[config.mk]
export PLATFORM = sky130hd
export DESIGN_NAME = gearbox_32_24
export DESIGN_NICKNAME = d
export VERILOG_FILES = /design/src/rtl/gearbox_32_24_pkg.sv /design/src/rtl/gearbox_32_24.sv
export SDC_FILE = /design/constraint.sdc
export NUM_CORES = 1
export LEC_CHECK = 0
export ABC_AREA = 0
export CAP_MARGIN = 20
export CORE_MARGIN = 1.5
export CORE_UTILIZATION = 32
export DETAILED_ROUTE_END_ITERATION = 6
export SETUP_SLACK_MARGIN = 0.3
export SYNTH_ARGS = -nofsm -noshare
export SYNTH_HDL_FRONTEND = slang
export SYNTH_SLANG_ARGS = --single-unit
[constraint.sdc]
create_clock -name clk -period 2.4 [get_ports clk]
set_input_delay 0.48 -clock clk [delete_from_list [all_inputs] [get_ports clk]]
set_output_delay 0.48 -clock clk [all_outputs]
set_load 0.02 [all_outputs]
[src/rtl/gearbox_32_24_pkg.sv]
// rtl/gearbox_32_24_pkg.sv - shared constants, phase encoding and byte helpers for the RGB gearboxes
package gearbox_32_24_pkg;

    localparam int PIX_W  = 24;
    localparam int WORD_W = 32;
    localparam int BYTE_W = 8;

    typedef enum logic [1:0] {
        PH0 = 2'd0,
        PH1 = 2'd1,
        PH2 = 2'd2,
        PH3 = 2'd3
    } phase_t;

    // Legal (phase, bcnt) pairs for a last word, bit index {phase, bcnt}:
    // PH0/bcnt2, PH1/bcnt1, PH2/bcnt0, PH2/bcnt3.
    localparam logic [15:0] LAST_BCNT_LEGAL = 16'h0924;

    function automatic logic is_legal_last(phase_t ph, logic [1:0] bcnt);
        return LAST_BCNT_LEGAL[{ph, bcnt}];
    endfunction

    // Stream byte k of a word in transport order.
    function automatic logic [BYTE_W-1:0] stream_byte(logic [WORD_W-1:0] w, logic [1:0] k, logic msb_first);
        logic [1:0] pos;
        pos = msb_first ? (2'd3 - k) : k;
        return w[{pos, 3'b000} +: BYTE_W];
    endfunction

    // Build a pixel from three stream bytes, a being pixel byte 0.
    function automatic logic [PIX_W-1:0] pack_pixel(logic [BYTE_W-1:0] a, logic [BYTE_W-1:0] b,
                                                    logic [BYTE_W-1:0] c, logic msb_first);
        return msb_first ? {a, b, c} : {c, b, a};
    endfunction

endpackage

[src/rtl/gearbox_32_24.sv]
// rtl/gearbox_32_24.sv - unpacks 32-bit RGBR words into 24-bit RGB pixels
module gearbox_32_24
    import gearbox_32_24_pkg::*;
#(
    parameter bit MSB_FIRST = 1'b1
) (
    input  logic              clk,
    input  logic              reset,
    input  logic [WORD_W-1:0] data_in,
    input  logic              data_en,
    input  logic              data_in_last,
    input  logic [1:0]        data_in_bcnt,
    output logic              data_in_rdy,
    output logic [PIX_W-1:0]  data_out,
    output logic              data_out_en,
    output logic              data_out_last,
    output logic              frame_err
);

    phase_t             phase, phase_nx;
    logic [PIX_W-1:0]   res, res_nx;
    logic [1:0]         res_cnt, res_cnt_nx;
    logic               res_last, res_last_nx;

    logic [BYTE_W-1:0]  w0, w1, w2, w3;
    logic [BYTE_W-1:0]  r0, r1, r2;
    logic               accept;
    logic               legal;
    logic [2:0]         n_bytes;
    logic [3:0]         avail;

    logic               emit;
    logic [PIX_W-1:0]   pix_nx;
    logic               last_nx;
    logic               err_nx;

    assign w0 = stream_byte(data_in, 2'd0, MSB_FIRST);
    assign w1 = stream_byte(data_in, 2'd1, MSB_FIRST);
    assign w2 = stream_byte(data_in, 2'd2, MSB_FIRST);
    assign w3 = stream_byte(data_in, 2'd3, MSB_FIRST);

    // Residue bytes are kept oldest-first from the top of the register.
    assign r0 = res[23:16];
    assign r1 = res[15:8];
    assign r2 = res[7:0];

    assign data_in_rdy = (phase != PH3);
    assign accept      = data_en & data_in_rdy;
    assign n_bytes     = {1'b0, data_in_bcnt} + 3'd1;
    assign legal       = is_legal_last(phase, data_in_bcnt);
    // Bytes available for the pixel formed on this accept: residue plus the word's valid bytes.
    assign avail       = {2'b00, res_cnt} + (data_in_last ? {1'b0, n_bytes} : 4'd4);

    // Phase register
    always_ff @(posedge clk or negedge reset) begin
        if (!reset) begin
            phase <= PH0;
        end else begin
            phase <= phase_nx;
        end
    end

    // Next phase, pixel formation, residue update and frame-end decisions
    always_comb begin
        phase_nx    = phase;
        res_nx      = res;
        res_cnt_nx  = res_cnt;
        res_last_nx = res_last;
        emit        = 1'b0;
        pix_nx      = data_out;
        last_nx     = 1'b0;
        err_nx      = 1'b0;
        if (phase == PH3) begin
            emit        = 1'b1;
            pix_nx      = pack_pixel(r0, r1, r2, MSB_FIRST);
            last_nx     = res_last;
            res_last_nx = 1'b0;
            res_cnt_nx  = 2'd0;
            phase_nx    = PH0;
        end else if (accept) begin
            emit   = (avail >= 4'd3);
            err_nx = data_in_last & ~legal;
            if (phase == PH0) begin
                pix_nx = pack_pixel(w0, w1, w2, MSB_FIRST);
                res_nx = {w3, 16'h0000};
            end else if (phase == PH1) begin
                pix_nx = pack_pixel(r0, w0, w1, MSB_FIRST);
                res_nx = {w2, w3, 8'h00};
            end else begin
                pix_nx = pack_pixel(r0, r1, w0, MSB_FIRST);
                res_nx = {w1, w2, w3};
            end
            if (!data_in_last) begin
                phase_nx   = phase_t'(phase + 2'd1);
                res_cnt_nx = res_cnt + 2'd1;
            end else if (phase == PH2 && n_bytes == 3'd4) begin
                // Full group ends the frame: P3 still to come and carries last.
                phase_nx    = PH3;
                res_cnt_nx  = 2'd3;
                res_last_nx = 1'b1;
            end else begin
                // Frame ends here; leftover partial bytes are dropped.
                phase_nx   = PH0;
                res_cnt_nx = 2'd0;
                last_nx    = emit;
            end
        end
    end

    // Residue and registered pixel outputs
    always_ff @(posedge clk or negedge reset) begin
        if (!reset) begin
            res           <= '0;
            res_cnt       <= 2'd0;
            res_last      <= 1'b0;
            data_out      <= '0;
            data_out_en   <= 1'b0;
            data_out_last <= 1'b0;
            frame_err     <= 1'b0;
        end else begin
            res           <= res_nx;
            res_cnt       <= res_cnt_nx;
            res_last      <= res_last_nx;
            data_out_en   <= emit;
            data_out_last <= last_nx;
            frame_err     <= err_nx;
            if (emit) begin
                data_out <= pix_nx;
            end
        end
    end

endmodule

* Word-level counts from Yosys, hierarchy flattened
Memories as Yosys holds them, arrays and structs flattened. Index checks and enable logic that the tools add are counted. Widths: inputs -> output; s select.
Word-level totals: word-level logic and storage cells 59, output and inout port bits 28, memories 1, bits of input ports 38, memory bits (read-only) 16, register bits after elaboration 56
Operators by class: reductions and logical operators 8, add/sub/neg operators 4, mux-type cells 27, magnitude comparators 2, bitwise operators 4, equality and inequality tests 5
Memories:
- (name not given) | depth 16, bits a word 1, rd ports 1, clocked after Yosys merged registers in 0, write ports 0, line gearbox_32_24_pkg.sv:20 | return LAST_BCNT_LEGAL[{ph, bcnt}];
Operator list (count):
- $mux 24 | 5
- $mux 16 | 1
- $mux 2 | 7
- $mux 1 | 13
- $reduce_bool 2->1 | 3
- $lt 4x5->1 const B | 1
- $add 2x1->2 const B | 2
- $add 2x3->4 | 1
- $eq 2x2->1 const B | 2
- $ge 4x2->1 const B | 1
- $reduce_and 2->1 | 2
- $add 2x1->3 const B | 1
- $eq 3x3->1 const B | 1
- $mux 3 | 1
- $reduce_and 3->1 | 1
- $and 1x1->1 | 2
- $eq 2x1->1 const B | 1
- $logic_not 2->1 | 1
- $ne 2x2->1 const B | 1
- $not 1->1 | 2
- $logic_and 1x1->1 | 1

* Longest topological paths before layout
Gate-level depths: netlist (run 1).
depth after elaboration 8, mapped depth 11

* Worst setup path after synthesis (run 1)
OpenSTA, ideal clock, no wires.
path kind in2reg, from input data_in_last, to register data_out[10], arrival time 2.573 ns, stages 11, slack -0.298 ns, required time 2.275 ns, path through clkbuf_1 nor2b_1 ha_1 inv_1 fa_1 inv_1 and3_1 a211o_1 buf_6 buf_6 mux2_4
Between the ends: longest elaborated chain between the ends 6
RTL lines:
- start, declared | line gearbox_32_24.sv:11 | input logic data_in_last,
- $mux 3 | line gearbox_32_24.sv:52 | assign avail = {2'b00, res_cnt} + (data_in_last ? {1'b0, n_bytes} : 4'd4);
- $add 2x3->4 | line gearbox_32_24.sv:52
- $ge 4x2->1 | line gearbox_32_24.sv:81 | emit = (avail >= 4'd3);
- $mux 1 | line gearbox_32_24.sv:80 | end else if (accept) begin
- $mux 1 | line gearbox_32_24.sv:73 | if (phase == PH3) begin
- $reduce_and 2->1 (no source line)
- end signal, assigned | line gearbox_32_24.sv:128 | data_out <= pix_nx;
- end, declared | line gearbox_32_24.sv:14 | output logic [PIX_W-1:0] data_out,
No other way between the ends. A chain may end at the register's enable or synchronous reset.

* Worst setup path in the final report (run 1)
from input data_in_bcnt[0], to register data_out[10]
Between the ends: longest elaborated chain between the ends 7
RTL lines:
- start, declared | line gearbox_32_24.sv:12 | input logic [1:0] data_in_bcnt,
- $add 2x1->3 | line gearbox_32_24.sv:49 | assign n_bytes = {1'b0, data_in_bcnt} + 3'd1;
- $mux 3 | line gearbox_32_24.sv:52
- $add 2x3->4 | line gearbox_32_24.sv:52
- $ge 4x2->1 | line gearbox_32_24.sv:81
- $mux 1 | line gearbox_32_24.sv:80
- $mux 1 | line gearbox_32_24.sv:73
- $reduce_and 2->1 (no source line)
No other way between the ends.

==> flow_metrics.py, run 1 <==
metrics = {
    "synth": {
        "synthMuxAreaShare": 0.238,
        "ys_warn_count": 0,
        "synth_seq_area_share": 0.432,
        "synth-edff-count": 0,
        "async_flop_share": 1.00,
        "synth_compound_area_frac": 0.139,
        "yosys.area_share.xor_xnor": 0,
        "netlist_instances": 308,
        "synth_simple_gate_area_share": 0.0933,
        "synth_largest_area_cell": "dfrtp_1",
        "syn_nets": 357,
        "synthAdderAreaFrac": 0.0447,
        "synth.avg_cell_area_um2": 10.5,
        "ys_seq_elements": 56,
        "ys.flop_type": "dfrtp_1",
        "synth_cell_types": 32,
        "synth.area.top_cells": "dfrtp_1 (43%), mux2_4 (8.8%), mux2i_1 (7.7%)",
        "synth_top_family_by_area": "multiplexers",
        "synth_top_area_frac": 0.432,
        "synth_area_um2": 3250,
    },
    "critical_path": {
        "crit_buf_inv": 6,
        "path_cells": "buf_6, buf_6, nor2b_4, ha_4, inv_2, fa_2, inv_2, and3_4, a211o_4, buf_12, buf_16, mux2_4",
        "cpLargestDelayFamily": "adder cells",
        "cp.required_ns": 2.60,
        "rr_worst_depth": 9,
        "timing.rr.end": "data_out[10]",
        "cp_max_fo": 6,
        "ff2ff_setup_slack_ns": 0.09,
        "crit_path_end": "data_out[10]",
        "path_class": "in -> reg",
        "slowest_delay_ns": 0.53,
        "startpoint": "data_in_bcnt[0]",
        "cp_num_cells": 12,
        "endpoint_kind": "register",
        "crit_slowest_cell": "fa_2",
        "cp_data_arrival_time_ns": 2.57,
        "startpoint_type": "primary input",
        "r2r-start": "res_cnt[0]",
    },
    "routing": {
        "dr_total_vias": 2536,
        "drt_first_pass_iters": 4,
        "via_per_inst": 4.91,
        "wl_mm": 8.33,
        "drtIter0Drc": 100,
        "drc": 0,
        "ant_nets": 0,
        "wl_per_cell_um": 16.1,
    },
    "timing": {
        "final-hold-violation-count": 0,
        "skew_ns": 0.00847,
        "finalSetupViolations": 0,
        "rsz0062_at_grt": "true",
        "tightest_slew_ns": 0.721,
        "slew_headroom": 0.519,
        "report.final.slew_viol_count": 0,
        "clock.fmax_mhz": 421,
        "period_minus_slack_ns": 2.37,
        "fin_crit_sh": 0.989,
        "tns_ns": 0,
    },
    "place": {
        "dp.cells": 500,
        "dp_hpwl_mm": 5.77,
        "placed_cell_area_um2": 4090,
        "io_buffers": 65,
        "gp_congestion": 0.775,
    },
    "floorplanning": {
        "initial_core_util": 0.331,
        "core-area_um2": 9820,
        "num_io_pins": 66,
        "die_y_um": 104,
        "dieWidth_um": 104,
        "num_rows": 36,
        "die-area_um2": 10800,
    },
    "cells_and_area": {
        "antenna_cells": 0,
        "final_core_util": 0.449,
        "syn2layout_area_growth_pct": 36.0,
        "fin_area_um2": 4410,
        "nets": 431,
        "drive_gt1_frac": 0.235,
        "final_cells": 516,
    },
    "global_routing": {
        "grt_pass1_wl_mm": 14.0,
        "grt_max_degree": 22,
        "grt_pass1_vias": 2669,
        "antenna_found_initial": 0,
        "grt_overflow_total": 0,
        "grtUsageTotal": 0.163,
    },
    "clocking": {
        "clock_latency_ns": 0.31,
        "cts_root_buf": "clkbuf_8",
        "cts.sinks": 56,
        "cts_made_buffers": 5,
        "clk_pin_slew_ns": 0.11,
        "cts_tree": "built",
        "htreeDepth": 2,
        "cts_buffer_depth": 2,
    },
    "status": {
        "status": "finished clean",
    },
    "power_and_ir_drop": {
        "ir_worst_vdd_mv": 0.332,
        "power_density_nw_per_um2": 932,
        "power.leakage_nw": 1.93,
    },
    "run": {
        "drv_cap": 0,
    },
    "worst_hold_path": {
        "holdCritPathClass": "in -> async",
    },
}
## registers in the layout, indices dropped and copies added, names as in the netlist
register       count
frame_err          1
data_out_last      1
res               24
res_last           1
phase              2
data_out          24
res_cnt            2
data_out_en        1
## kinds of logic after synthesis
kind of cell / Yosys count
simple gates: 66
mux: 65
buf+inv: 33
compound gates: 77
flops: 56
fa+ha+maj: 11
## repair_timing
action,4_1_cts,5_1_grt
buffers inserted,4,1
setup endpoints to repair,27,26
pin swaps,5,0
gates resized for setup,31,2
hold buffers,0,0
hold endpoints to repair,0,0
gates cloned,3,0
## final cells by class
type | instances | area (um^2)
Inverter | 10 | 37.5
Clock buffer | 6 | 72.6
Timing Repair Buffer | 90 | 950
Fill cell | 969 | 5410
Sequential cell | 56 | 1400
Clock inverter | 2 | 38.8
Multi-Input combinational cell | 219 | 1750
Tap cell | 133 | 166
## metal layers
metal,part of all wire,GRT usage
met3,0.059,0.0359
met1,0.45,0.214
met2,0.48,0.272
met4,0.017,0.0437
met5,0,0
## Yosys cell counts (all sizes together) (10+ instances only)
| library cell | n |
|---|---|
| nor2 | 12 |
| nor2b | 11 |
| mux2i | 25 |
| o21ai | 37 |
| dfrtp | 56 |
| ha | 10 |
| a21oi | 19 |
| clkbuf | 11 |
| nand2 | 34 |
| buf | 12 |
| mux2 | 40 |
| inv | 10 |
## layout by cell type (no fill, tap or decap), types with 8 or more instances in the layout
master | netlist | layout
clkdlybuf4s50_1 | 0 | 60
dfrtp_1 | 56 | 55
o21ai_0 | 35 | 35
nand2_1 | 34 | 34
mux2i_1 | 25 | 25
mux2_2 | 21 | 21
a21oi_1 | 19 | 19
mux2_4 | 19 | 19
buf_4 | 2 | 16
nor2_1 | 12 | 12
nor2b_1 | 11 | 10
a22o_1 | 8 | 8
a22oi_1 | 8 | 8
## worst min path at each step
stage / endpoint / startpoint / depth (start not counted)
CTS: data_out[13] / reset / 1
floorplan: data_out[0] / reset / 0
finish: data_out[13] / reset / 1
detailed placement: data_out[6] / reset / 1
global placement: data_out[6] / reset / 1
global route: data_out[22] / reset / 1
## report_power, final
part	internal (W)	switching, W
registers	0.00126	0.000193
clock network	0.000316	0.000323
logic	0.00112	0.000905
## through the flow
stage	hold WS [ns]	power [W]	setup slack [ns]
floorplan	0.184	0.00261	-0.128
global placement	0.441	0.00333	-0.692
detailed placement	0.454	0.00336	-0.744
CTS	0.104	0.00413	0.0268
global route	0.103	0.00438	-0.0127
finish	0.0898	0.00411	0.0265
No activity file was read; power rests on OpenSTA's default activity.
==> run 2, diff against run 1 <==
--- a/config.mk
+++ b/config.mk
@@ -7,9 +7,10 @@
 export LEC_CHECK = 0
 export ABC_AREA = 0
 export CAP_MARGIN = 20
-export CORE_MARGIN = 1.5
-export CORE_UTILIZATION = 32
+export CORE_UTILIZATION = 50
 export DETAILED_ROUTE_END_ITERATION = 6
+export HOLD_SLACK_MARGIN = 0.1
+export PLACE_DENSITY = 0.78
 export SETUP_SLACK_MARGIN = 0.3
 export SYNTH_ARGS = -nofsm -noshare
 export SYNTH_HDL_FRONTEND = slang
==> run 2 against run 1 <==
Worst setup slack improved by 0.022 ns; sequential cell count did not move; first-iteration DRC count grew 46%; combinational power hardly changed; hold slack improved by 0.099 ns; largest power group unchanged; critical path depth shrank 2.
==> flow_metrics.py, run 2 (synthesized netlist as in run 1, its figures left out) <==
metrics = {
    "critical_path": {
        "cp_data_arrival_time_ns": 2.55,
        "cp.required_ns": 2.59,
        "startpoint_type": "primary input",
        "cpLargestDelayFamily": "adder cells",
        "crit_buf_inv": 4,
        "endpoint_kind": "register",
        "path_class": "in -> reg",
        "crit_slowest_cell": "fa_2",
        "crit_top_cell": "inv_2",
        "slowest_delay_ns": 0.53,
        "path_cells": "clkdlybuf4s15_2, nor2b_4, ha_2, inv_2, fa_2, inv_2, and3_4, a211o_4, buf_16, mux2_4",
        "cp_max_fo": 7,
    },
    "run": {
        "drv_cap": 0,
    },
    "place": {
        "gp_congestion": 0.947,
        "io_buffers": 65,
        "dp_hpwl_mm": 5.44,
    },
    "clocking": {
        "cts_tree": "built",
        "cts_root_buf": "clkbuf_8",
        "clock_latency_ns": 0.31,
        "clk_pin_slew_ns": 0.10,
        "hold_buffers": 0,
        "cts.sinks": 56,
        "cts_buffer_depth": 2,
        "htreeDepth": 2,
        "cts_made_buffers": 5,
    },
    "global_routing": {
        "grt_overflow_total": 0,
        "grt_pass1_wl_mm": 12.9,
        "antenna_found_initial": 0,
        "grt_pass1_vias": 2557,
        "grtUsageTotal": 0.256,
        "grt_max_degree": 35,
    },
    "cells_and_area": {
        "mostFrequentLayoutCell": "clkdlybuf4s50_1",
        "drive_gt1_frac": 0.247,
        "final_core_util": 0.714,
        "top_regs": "data_out: 24 flops, res: 24 flops",
        "nets": 437,
        "final_cell_mix": "clkdlybuf4s50_1 (60), dfrtp_1 (56), nand2_1 (34), o21ai_0 (34), mux2i_1 (25)",
        "fill_cells": 442,
        "syn2layout_area_growth_pct": 34.1,
        "antenna_cells": 0,
    },
    "timing": {
        "clock.fmax_mhz": 425,
        "slew_headroom": 0.546,
        "fin_crit_sh": 0.980,
        "skew_ns": 0.0117,
        "tns_ns": 0,
        "finalSetupViolations": 0,
        "period_minus_slack_ns": 2.35,
        "report.final.slew_viol_count": 0,
        "rsz0062_at_grt": "true",
        "final-hold-violation-count": 0,
        "tightest_slew_ns": 0.679,
    },
    "floorplanning": {
        "core-area_um2": 6100,
        "initial_core_util": 0.532,
        "num_io_pins": 66,
        "dieWidth_um": 82.6,
        "die_y_um": 82.6,
        "num_rows": 28,
        "die-area_um2": 6820,
    },
    "status": {
        "status": "finished clean",
    },
    "power_and_ir_drop": {
        "pwr-share-clk": 0.151,
        "power.internal_w": 0.00271,
        "power_frac_seq": 0.354,
        "power.leakage_nw": 1.95,
        "power.switching_w": 0.00143,
        "ir_worst_vdd_mv": 0.598,
        "power_density_nw_per_um2": 951,
        "p_comb_frac": 0.495,
        "p_sw_frac": 0.346,
    },
    "routing": {
        "drc": 0,
        "dr_total_vias": 2641,
        "wl_per_cell_um": 17.5,
        "wl_mm": 8.12,
        "drtIter0Drc": 146,
        "via_per_inst": 5.69,
        "drt_first_pass_iters": 4,
        "ant_nets": 0,
    },
    "worst_hold_path": {
        "holdCritPathClass": "in -> async",
    },
}
-- run 2: timing repair --
| item | CTS | global route |
|---|---|---|
| gates resized for setup | 33 | 3 |
| pin swaps | 8 | 1 |
| buffers inserted | 11 | 0 |
| endpoints found under the setup margin | 27 | 35 |
| gates cloned | 2 | 0 |
-- run 2: path summary, 6_finish.rpt --
check | start | endpoint | slack, ns | depth (start not counted)
max in group asynchronous | reset | data_out[5] | 1.62 | 2
setup reg to reg | res_cnt[0] | data_out[17] | 0.07 | 8
setup / recovery | data_in_last | data_out[17] | 0.05 | 10
min in group clk | res[19] | res[19] | 0.49 | 2
hold reg to reg | res[19] | res[19] | 0.49 | 2
hold / removal | reset | res[10] | 0.19 | 1
-- run 2: cell type report --
cell class                 instances  area (um^2)  area share
clock buffer                       6         72.6      0.0167
clock inverter                     2         38.8     0.00891
inverter                          10         37.5     0.00863
multi-input combinational        219         1730       0.397
sequential                        56         1400       0.322
tap                               75         93.8      0.0216
timing repair buffer              96          978       0.225
-- run 2: per-layer routing --
metal,track usage,part of all wire
met1,0.335,0.44
met2,0.423,0.48
met3,0.0385,0.056
met4,0.109,0.031
met5,0,0
-- run 2: power by group through the flow --
stage          combinational [W]  clock (W)  sequential, W
5_1_grt                  0.00220   0.000684        0.00151
2_1_floorplan           0.000926          0        0.00168
6_report                 0.00205   0.000626        0.00146
4_1_cts                  0.00203   0.000640        0.00146
3_3_place_gp             0.00182          0        0.00147
3_5_place_dp             0.00187          0        0.00148
-- run 2: worst register-to-register path: cells and delay by family, from the launching register on --
kind,cells,cell delay (ns)
buf+inv,3,0.26
flops,1,0.44
simple gates,1,0.14
fa+ha+maj,2,0.75
compound gates,1,0.35
mux,1,0.29
-- run 2: through the flow --
step	std cells	power, W	worst slack, ns	area, um^2	hold WS [ns]
after floorplan	308	0.00261	-0.128	3270	0.184
after global placement	443	0.00329	-0.693	4030	0.462
after detailed placement	443	0.00335	-0.796	4030	0.471
after CTS	464	0.00414	0.0570	4340	0.193
after global routing	464	0.00439	0.0407	4350	0.197
final	464	0.00414	0.0486	4350	0.188
